### config.mk
export PLATFORM = sky130hd
export DESIGN_NAME = axis_loopback_fifo
export DESIGN_NICKNAME = d
export VERILOG_FILES = /design/src/rtl/axis_loopback_pkg.sv /design/src/rtl/axis_loopback_ram.sv /design/src/rtl/axis_loopback_fifo.sv
export SDC_FILE = /design/constraint.sdc
export NUM_CORES = 1
export LEC_CHECK = 0
export BUFFER_PORTS_ARGS = -buffer_cell sky130_fd_sc_hd__buf_4
export CAP_MARGIN = 10
export CORE_MARGIN = 5
export CORE_UTILIZATION = 40
export DETAILED_ROUTE_END_ITERATION = 12
export GPL_ROUTABILITY_DRIVEN = 0
export GPL_TIMING_DRIVEN = 0
export SYNTH_ARGS = -nofsm -noshare
export SYNTH_HDL_FRONTEND = slang
export SYNTH_SLANG_ARGS = --single-unit
### constraint.sdc
create_clock -name clk156 -period 18.2 [get_ports clk156]
set_clock_uncertainty 0.15 [all_clocks]
set_input_delay 1.82 -clock clk156 [delete_from_list [all_inputs] [get_ports clk156]]
set_output_delay 1.82 -clock clk156 [all_outputs]
set_load 0.005 [all_outputs]
### src/rtl/axis_loopback_pkg.sv
// Shared types and helpers for the AXI-Stream loopback FIFO.
package axis_loopback_pkg;

    typedef enum logic {
        ACCEPT = 1'b0,
        DROP   = 1'b1
    } wr_state_e;

    // Pointer width: address bits plus one wrap bit to tell full from empty.
    function automatic int ptr_w(input int depth);
        return $clog2(depth) + 1;
    endfunction

endpackage

### src/rtl/axis_loopback_ram.sv
// Beat storage: one synchronous write port, one combinational read port, not cleared on reset.
module axis_loopback_ram
    import axis_loopback_pkg::*;
#(
    parameter int DEPTH = 16,
    parameter int WIDTH = 73,
    localparam int AW   = $clog2(DEPTH)
) (
    input  logic             clk156,
    input  logic             we,
    input  logic [AW-1:0]    waddr,
    input  logic [WIDTH-1:0] wdata,
    input  logic [AW-1:0]    raddr,
    output logic [WIDTH-1:0] rdata
);

    logic [WIDTH-1:0] mem [DEPTH];

    always_ff @(posedge clk156) begin
        if (we) mem[waddr] <= wdata;
    end

    assign rdata = mem[raddr];

endmodule

### src/rtl/axis_loopback_fifo.sv
// AXI-Stream TX->RX loopback through an on-chip FIFO, cut-through or store-and-forward,
// with whole-frame drop of frames too long to ever commit.
module axis_loopback_fifo
    import axis_loopback_pkg::*;
#(
    parameter int DATA_W    = 64,
    parameter int KEEP_W    = DATA_W / 8,
    parameter int DEPTH     = 16,
    parameter int STORE_FWD = 0,
    parameter int CNT_W     = 32
) (
    input  logic                   clk156,
    input  logic                   reset,
    input  logic [DATA_W-1:0]      tx_axis_tdata,
    input  logic [KEEP_W-1:0]      tx_axis_tkeep,
    input  logic                   tx_axis_tvalid,
    output logic                   tx_axis_tready,
    input  logic                   tx_axis_tlast,
    output logic [DATA_W-1:0]      rx_axis_tdata,
    output logic [KEEP_W-1:0]      rx_axis_tkeep,
    output logic                   rx_axis_tlast,
    output logic                   rx_axis_tvalid,
    input  logic                   rx_axis_tready,
    output logic [$clog2(DEPTH):0] fill_level,
    output logic [CNT_W-1:0]       tx_frame_cnt,
    output logic [CNT_W-1:0]       rx_frame_cnt,
    output logic [CNT_W-1:0]       drop_frame_cnt
);

    localparam int PW = ptr_w(DEPTH);
    localparam int AW = PW - 1;

    typedef struct packed {
        logic [DATA_W-1:0] data;
        logic [KEEP_W-1:0] keep;
        logic              last;
    } beat_t;

    logic [PW-1:0] wr_ptr, cm_ptr, rd_ptr, used;
    logic [PW-1:0] wr_nxt, cm_nxt;
    wr_state_e     state, state_nxt;
    beat_t         wr_beat, rd_beat;
    logic          full, tx_fire, wr_en, rd_fire, drop_start, drop_end;

    assign used     = wr_ptr - rd_ptr;
    assign full     = (used == PW'(DEPTH));
    // Ready comes from local state only, so there is no combinational TX<->RX path.
    assign tx_axis_tready = !reset && ((state == DROP) || !full);
    assign tx_fire  = tx_axis_tvalid && tx_axis_tready;
    assign wr_en    = tx_fire && (state == ACCEPT);
    assign drop_end = tx_fire && (state == DROP) && tx_axis_tlast;

    assign rx_axis_tvalid = (cm_ptr != rd_ptr);
    assign rd_fire        = rx_axis_tvalid && rx_axis_tready;

    always_comb begin
        state_nxt  = state;
        drop_start = 1'b0;
        case (state)
            ACCEPT: begin
                // An open frame filling every entry can never commit: discard it.
                if ((STORE_FWD != 0) && full && (cm_ptr == rd_ptr)) begin
                    state_nxt  = DROP;
                    drop_start = 1'b1;
                end
            end
            DROP: begin
                if (drop_end) state_nxt = ACCEPT;
            end
            default: state_nxt = ACCEPT;
        endcase
    end

    always_comb begin
        wr_nxt = wr_ptr;
        if (drop_start)  wr_nxt = cm_ptr;
        else if (wr_en)  wr_nxt = wr_ptr + PW'(1);
    end

    always_comb begin
        cm_nxt = cm_ptr;
        if (STORE_FWD == 0)                  cm_nxt = wr_nxt;
        else if (wr_en && tx_axis_tlast)     cm_nxt = wr_ptr + PW'(1);
    end

    always_ff @(posedge clk156 or posedge reset) begin
        if (reset) begin
            state          <= ACCEPT;
            wr_ptr         <= '0;
            cm_ptr         <= '0;
            rd_ptr         <= '0;
            tx_frame_cnt   <= '0;
            rx_frame_cnt   <= '0;
            drop_frame_cnt <= '0;
        end else begin
            state  <= state_nxt;
            wr_ptr <= wr_nxt;
            cm_ptr <= cm_nxt;
            if (rd_fire)                 rd_ptr         <= rd_ptr + PW'(1);
            if (wr_en && tx_axis_tlast)  tx_frame_cnt   <= tx_frame_cnt + CNT_W'(1);
            if (rd_fire && rd_beat.last) rx_frame_cnt   <= rx_frame_cnt + CNT_W'(1);
            if (drop_end)                drop_frame_cnt <= drop_frame_cnt + CNT_W'(1);
        end
    end

    assign wr_beat = '{data: tx_axis_tdata, keep: tx_axis_tkeep, last: tx_axis_tlast};

    axis_loopback_ram #(
        .DEPTH (DEPTH),
        .WIDTH ($bits(beat_t))
    ) u_ram (
        .clk156 (clk156),
        .we     (wr_en),
        .waddr  (wr_ptr[AW-1:0]),
        .wdata  (wr_beat),
        .raddr  (rd_ptr[AW-1:0]),
        .rdata  (rd_beat)
    );

    assign rx_axis_tdata = rd_beat.data;
    assign rx_axis_tkeep = rd_beat.keep;
    assign rx_axis_tlast = rd_beat.last;
    assign fill_level    = used;

endmodule
==> results of run 1 <==
Yosys cell counts:
| cell type | count | area (um^2) |
|---|---|---|
| a211o_1 | 1 | 8.76 |
| a211oi_1 | 1 | 7.51 |
| a21o_1 | 1 | 7.51 |
| a21oi_1 | 1 | 5.00 |
| and2_1 | 5 | 31.3 |
| and3_1 | 15 | 93.8 |
| and3b_1 | 1 | 8.76 |
| and4_1 | 12 | 105 |
| buf_1 | 18 | 67.6 |
| buf_2 | 48 | 240 |
| buf_4 | 4 | 30.0 |
| clkbuf_1 | 30 | 113 |
| dfrtp_1 | 107 | 2680 |
| edfxtp_1 | 1168 | 35100 |
| fa_1 | 1 | 20.0 |
| ha_1 | 12 | 150 |
| inv_1 | 14 | 52.6 |
| mux2_2 | 4 | 45.0 |
| mux2i_1 | 2 | 20.0 |
| mux2i_4 | 1 | 22.5 |
| mux4_2 | 364 | 8200 |
| nand2_1 | 34 | 128 |
| nand2_4 | 1 | 11.3 |
| nand2b_1 | 4 | 25.0 |
| nand3_1 | 40 | 200 |
| nand4_1 | 29 | 181 |
| nand4b_1 | 1 | 8.76 |
| nand4bb_1 | 1 | 11.3 |
| nor2_1 | 37 | 139 |
| nor2b_1 | 3 | 18.8 |
| nor3_1 | 26 | 130 |
| nor3b_1 | 4 | 30.0 |
| nor3b_2 | 1 | 12.5 |
| nor4_1 | 7 | 43.8 |
| nor4b_1 | 1 | 8.76 |
| o21a_1 | 1 | 7.51 |
| o21ai_0 | 2 | 10.0 |
| or2_2 | 2 | 12.5 |
| or3_1 | 1 | 6.26 |
| or4_1 | 1 | 7.51 |
| or4_4 | 1 | 11.3 |
| xnor2_1 | 50 | 438 |
| xnor2_2 | 1 | 16.3 |
| xor2_1 | 53 | 464 |
path summary, 6_finish.rpt:
| kind | from | endpoint |
|---|---|---|
| min in group asynchronous | reset | drop_frame_cnt[17]$_DFFE_PP0P_ |
| setup reg to reg | rd_ptr[1]$_DFFE_PP0P_ | u_ram.mem[2][3]$_DFFE_PP_ |
| hold / removal | rx_frame_cnt[31]$_DFFE_PP0P_ | rx_frame_cnt[31]$_DFFE_PP0P_ |
| max in group asynchronous | reset | rx_frame_cnt[15]$_DFFE_PP0P_ |
| hold reg to reg | rx_frame_cnt[31]$_DFFE_PP0P_ | rx_frame_cnt[31]$_DFFE_PP0P_ |
| setup / recovery | rd_ptr[1]$_DFFE_PP0P_ | tx_axis_tready |
final cells by class:
cell class	instances	area (um^2)	share of cell area, %
sequential	1275	37800	64.2
multi-input combinational	722	10800	18.3
clock buffer	176	3620	6.15
timing repair buffer	362	3590	6.11
tap	1625	2030	3.46
clock inverter	60	561	0.953
buffer	100	452	0.768
inverter	14	55.1	0.0936
antenna	7	17.5	0.0298
metrics by stage:
step	utilization (%)	hold WS, ns
global placement	43.5	0.310
global route	48.4	0.344
floorplan	-	0.312
detailed placement	44.9	0.321
CTS	48.4	0.330
finish	48.4	0.327
power groups by stage:
stage	Combinational (mW)	Clock [mW]	Sequential [mW]
final	2.59	2.61	3.43
after floorplan	1.47	0	3.49
after global placement	2.53	0	3.53
after CTS	2.66	2.67	3.43
after global routing	2.77	2.80	3.44
after detailed placement	2.65	0	3.49
cell families (layout without fill, tap and decap cells):
group | after synthesis | count (layout) | share of synthesized area [%]
flip-flops | 1275 | 1275 | 77.2
multiplexers | 371 | 371 | 16.9
AND/OR/NAND/NOR | 227 | 227 | 2.50
buffers and inverters | 114 | 712 | 1.03
XOR/XNOR | 104 | 104 | 1.88
adder cells (fa/ha/maj) | 13 | 13 | 0.348
AO/OA/AOI/OAI | 7 | 7 | 0.0947
other | 0 | 7 | 0
sequential cells by signal (all words and copies together), names as in the netlist:
register and flops:
drop_frame_cnt 32, rd_ptr 5, state 1, tx_frame_cnt 32, u_ram.mem 1168, cm_ptr 5, rx_frame_cnt 32
metal layers:
layer,track usage [%],wire length [um],vias up
met5,0,21,-
met1,26.4,51300,13100
met4,4.65,2310,4
met3,5.07,10600,158
met2,29.8,58600,1043
li1,-,-,9919
==> flow_metrics.tcl, run 1 <==
set metrics [dict create \
    die_x_um 360 \
    worst-path-buf-inv 8 \
    drt_pass1_iterations 5 \
    most-common-layout-cells "edfxtp_1 (1,168), mux4_2 (364), buf_4 (272)" \
    core_mm2 0.122 \
    cts_hold_buf 0 \
    nNetsFinal 2700 \
    path_delay_family "buffers and inverters" \
    fin_cells 4341 \
    post_cts_buffers 0 \
    clk_pin_slew_ns 0.06 \
    fillerInstances 9734 \
    seqPwrFrac_pct 39.7 \
    ir_drop_mv 0.110 \
    period_needed_ns 7.64 \
    dpl_cell_area_mm2 0.0546 \
    numClockSinks 1275 \
    arrival_ns 5.67 \
    crit_path_max_fanout 10 \
    path_common_cell "buf_4" \
    drc_errors 0 \
    clockRootBuffer "clkbuf_16" \
    worstSetupStartpointType "register" \
    grt_use_total_pct 18.8 \
    syn_inst 2111 \
    initial_utilization_pct 40.2 \
    synth_seq_cells 1275 \
    maxCapViolCount 0 \
    internal-power_mw 6.11 \
    final.setup.worst_slack_ns 10.56 \
    totalWireLength_um 123000 \
    maxSlewViolCount 0 \
    dpl.hpwl_um 81600 \
    cts_tree "yes" \
    dp.cells 4097 \
    ys_seq_area_share_pct 77.2 \
    min_path_type "register to register" \
    ant_nets 0 \
    cts_buffers 135 \
    worstSetupEndpointType "output pin" \
    setup_viol 0 \
    syn_avg_cell_area_um2 23.2 \
    setup.worst_path.class "register to output pin" \
    rsz0062_at_grt "false" \
    dieArea_mm2 0.129 \
    ctsHtreeMaxLevel 4 \
    die_y_um 360 \
    area_growth_pct 20.3 \
    crit_cells 13 \
    p_comb_share_pct 30.0 \
    sw_frac_of_total_pct 29.1 \
    dp_slack_ns 11.35 \
    holdPathStages 1 \
    wl_per_cell_um 28.3 \
    timing.slew.headroom_pct 21.9 \
    antenna_found_initial 13 \
    finalHoldViolations 0 \
    tns_ns 0 \
    clkPwrFrac_pct 30.3 \
    period_share_pct 42.0 \
    grt_pass1_wl_um 178000 \
    worstMarginPinSlew_ns 1.17 \
    layout_commonest_cell "edfxtp_1" \
    cts_resized 0 \
    worstPathRequired_ns 16.23 \
    slowest_stage "clkbuf_1" \
    viasPerCell 5.57 \
    stdcell_area_mm2 0.0588 \
    p_leak_nw 19.7 \
    drive_gt1_share_pct 36.2 \
    status "finished clean" \
    worstPathCellList "buf_4 > clkbuf_1 > clkbuf_1 > buf_2 > inv_1 > fa_1 > xor2_1 > or4_1 > a211oi_1 > buf_2 > buf_4 > nor2_1 > buf_4" \
    placementRows 128 \
    drtIter0Drc 2625 \
    p_per_area_mw_per_mm2 147 \
    power_mw 8.62 \
    synth_fp_nets 2201 \
    ff2ff_path_depth 18 \
    switchingPower_mw 2.51 \
    synth.distinct_cells 44 \
    grt_pass1_vias 25100 \
    r2r_slack_ns 11.32 \
    port-buffer-count 252 \
    vias 24200 \
    ctsLongestPathBuffers 3 \
    synth_area_mm2 0.0489 \
    grt_start_max_net_pins 64 \
    cpPeakStageDelay_ns 0.86 \
    ys_warn_count 0 \
    insertion_delay_ns 0.73 \
    fmax_mhz 131 \
    pin_count 253 \
    grt_overflow_total 0 \
]
Power figures use the tool's default switching activity.
==> run 2, diff against run 1 <==
--- a/config.mk
+++ b/config.mk
@@ -5,6 +5,7 @@
 export SDC_FILE = /design/constraint.sdc
 export NUM_CORES = 1
 export LEC_CHECK = 0
+export ABC_AREA = 1
 export BUFFER_PORTS_ARGS = -buffer_cell sky130_fd_sc_hd__buf_4
 export CAP_MARGIN = 10
 export CORE_MARGIN = 5
==> constraint.sdc (replaced) <==
create_clock -name clk156 -period 7.6 [get_ports clk156]
set_clock_uncertainty 0.15 [all_clocks]
set_input_delay 0.76 -clock clk156 [delete_from_list [all_inputs] [get_ports clk156]]
set_output_delay 0.76 -clock clk156 [all_outputs]
set_load 0.005 [all_outputs]
==> run 2 against run 1 <==
Net effect: via count rose by 45%; highest routed layer unchanged; worst setup slack got worse by 8.6 ns; critical endpoint is now u_ram.mem[0][25]$_DFFE_PP_; die area increased by 5.3%; register-to-register slack got worse by 9.4 ns.
==> flow_metrics.tcl, run 2 <==
set metrics [dict create \
    status "finished clean" \
    p_per_area_mw_per_mm2 367 \
    grt_pass1_vias 33700 \
    dpl.hpwl_um 103000 \
    cts_tree "yes" \
    cts_hold_buf 0 \
    totalWireLength_um 150000 \
    switchingPower_mw 8.37 \
    crit_path_max_fanout 21 \
    ctsHtreeMaxLevel 4 \
    grt_start_max_net_pins 63 \
    grt_use_total_pct 21.4 \
    synth.most_common_cell "edfxtp_1" \
    core_mm2 0.128 \
    synth_seq_cells 1275 \
    rsz0062_at_grt "false" \
    clkPwrFrac_pct 28.6 \
    placementRows 131 \
    maxCapViolCount 0 \
    most-common-layout-cells "edfxtp_1 (1,168), nor2_1 (677), o21ai_0 (572)" \
    timing.slew.headroom_pct 25.1 \
    syn_avg_cell_area_um2 12.6 \
    drc_errors 0 \
    p_leak_nw 20.9 \
    top_register "u_ram.mem" \
    synth_common_cells "edfxtp_1 (1,168), nor2_1 (693), o21ai_0 (572)" \
    drt_pass1_iterations 6 \
    ys_warn_count 0 \
    largest_reg_flops 1168 \
    clk_pin_slew_ns 0.06 \
    layout_commonest_cell "edfxtp_1" \
    insertion_delay_ns 0.75 \
    synth.distinct_cells 40 \
    cts_resized 0 \
    die_y_um 369 \
    synthArstFlopShare_pct 8.39 \
    sw_frac_of_total_pct 37.3 \
    ys_seq_area_share_pct 73.2 \
    netlist.area_leader.share_pct 68.0 \
    ctsLongestPathBuffers 3 \
    synth_edf_count 1168 \
    syn_inst 4107 \
    yosysTopAreaCell "edfxtp_1" \
    setup_viol 0 \
    synth_fp_nets 4197 \
    worstSetupStartpointType "register" \
    arrival_ns 5.96 \
    ant_nets 0 \
    post_cts_buffers 0 \
    drtIter0Drc 3679 \
    r2r-start "rd_ptr[3]$_DFFE_PP0P_" \
    area_growth_pct 18.4 \
    initial_utilization_pct 40.3 \
    nNetsFinal 4635 \
    min_path_type "primary input to async pin" \
    ff2ff_path_depth 17 \
    antenna_found_initial 14 \
    wl_per_cell_um 23.7 \
    maxSlewViolCount 0 \
    synth_ff_type "edfxtp_1" \
    period_share_pct 74.6 \
    synth_area_mm2 0.0516 \
    clockRootBuffer "clkbuf_16" \
    viasPerCell 5.55 \
    grt_pass1_wl_um 219000 \
    worstSetupEndpointType "register" \
    dieArea_mm2 0.136 \
    worstMarginPinSlew_ns 1.12 \
    pin_count 253 \
    fmax_mhz 176 \
    fin_cells 6326 \
    port-buffer-count 252 \
    seqPwrFrac_pct 36.1 \
    grt_overflow_total 0 \
    final.setup.worst_slack_ns 1.93 \
    vias 35100 \
    period_needed_ns 5.67 \
    drive_gt1_share_pct 13.4 \
    p_comb_share_pct 35.3 \
    worstPathRequired_ns 7.89 \
    ir_drop_mv 0.244 \
    timing.rr.end "u_ram.mem[0][25]$_DFFE_PP_" \
    internal-power_mw 14.0 \
    cts_buffers 135 \
    numClockSinks 1275 \
    finalHoldViolations 0 \
    dp.cells 6070 \
    setup.worst_path.class "register to register" \
    r2r_slack_ns 1.93 \
    die_x_um 369 \
    ys_top_cells_by_area "edfxtp_1 (68%), o21ai_0 (5.6%), dfrtp_1 (5.2%)" \
    dp_slack_ns 1.96 \
]
[run 2: cell count changes in the layout (fill, tap and decap cells not counted), moves of 63 or more]
cell and change:
inv_1 +63, nand3_1 +176, clkbuf_1 +114, o21ai_0 +570, o22ai_1 +165, mux4_2 -364
nand2_1 +445, o221ai_1 +123, nor2_1 +651
[run 2: how the worst max path moves through the flow]
stage	start	endpoint	slack (ns)	cells past startpoint
final	rd_ptr[3]$_DFFE_PP0P_	u_ram.mem[0][25]$_DFFE_PP_	1.93	17
after global routing	rd_ptr[3]$_DFFE_PP0P_	u_ram.mem[2][42]$_DFFE_PP_	1.67	17
after CTS	rd_ptr[3]$_DFFE_PP0P_	u_ram.mem[0][42]$_DFFE_PP_	1.95	17
after detailed placement	rd_ptr[3]$_DFFE_PP0P_	u_ram.mem[0][44]$_DFFE_PP_	1.96	17
after global placement	reset	u_ram.mem[7][25]$_DFFE_PP_	-4.61	7
after floorplan	reset	u_ram.mem[11][0]$_DFFE_PP_	-0.04	6
[run 2: power by group through the flow]
stage	registers [mW]	clock network (mW)	logic, mW
after global routing	8.12	6.79	8.58
after detailed placement	8.24	0	7.88
final	8.10	6.40	7.91
after global placement	8.30	0	7.68
after CTS	8.10	6.51	7.91
after floorplan	8.24	0	4.08
[run 2: logic make-up after synthesis]
logic type | Yosys count | synth area share (%)
DFF | 1275 | 73.2
and+or+nand+nor | 1482 | 11.8
buffers and inverters | 338 | 2.88
xor gates and xnor gates | 85 | 1.44
adders and majority gates | 13 | 0.330
AOI/OAI and AO/OA | 914 | 10.3
[run 2: area by class of cell]
type                       instances  area, um^2
antenna                           16        40.0
buffer                           257        1180
clock buffer                     170        3580
clock inverter                    70         684
fill                           11300       66800
inverter                          81         309
multi-input combinational       2494       12400
sequential                      1275       37800
tap                             1662        2080
timing repair buffer             301        2950
[run 2: per-stage QoR]
step	power (mW)	TNS, ns	hold slack (ns)	utilization (%)	instance area (um^2)
2_1_floorplan	12.3	-8.10	0.313	-	51600
3_3_place_gp	16.0	-4909.59	0.333	43.4	55500
3_5_place_dp	16.1	0	0.336	44.4	56700
4_1_cts	22.5	0	0.0299	47.7	61000
5_1_grt	23.5	0	0.0920	47.7	61000
6_report	22.4	0	0.0512	47.7	61000
[run 2: worst max-delay path, cell delays in order, from the launching register on]
cell and delay [ns]:
dfrtp_1 0.38, inv_1 0.16, clkbuf_1 0.85, clkbuf_1 0.70
ha_1 0.41, or2_1 0.25, nand2_1 0.07, nand2_1 0.06
nand2_1 0.08, nor2_1 0.04, nand2_1 0.05, nand3_1 0.11
nor2_4 0.26, nand2_1 0.32, nor2_4 0.73, buf_12 0.27
buf_16 0.19, buf_12 0.20
[run 2: metal layers]
| layer | global-route usage (%) | share of wire [%] |
|---|---|---|
| met1 | 29.1 | 42 |
| met2 | 33.9 | 46 |
| met3 | 5.29 | 8.9 |
| met4 | 7.36 | 3.0 |
| met5 | 0 | 0.027 |
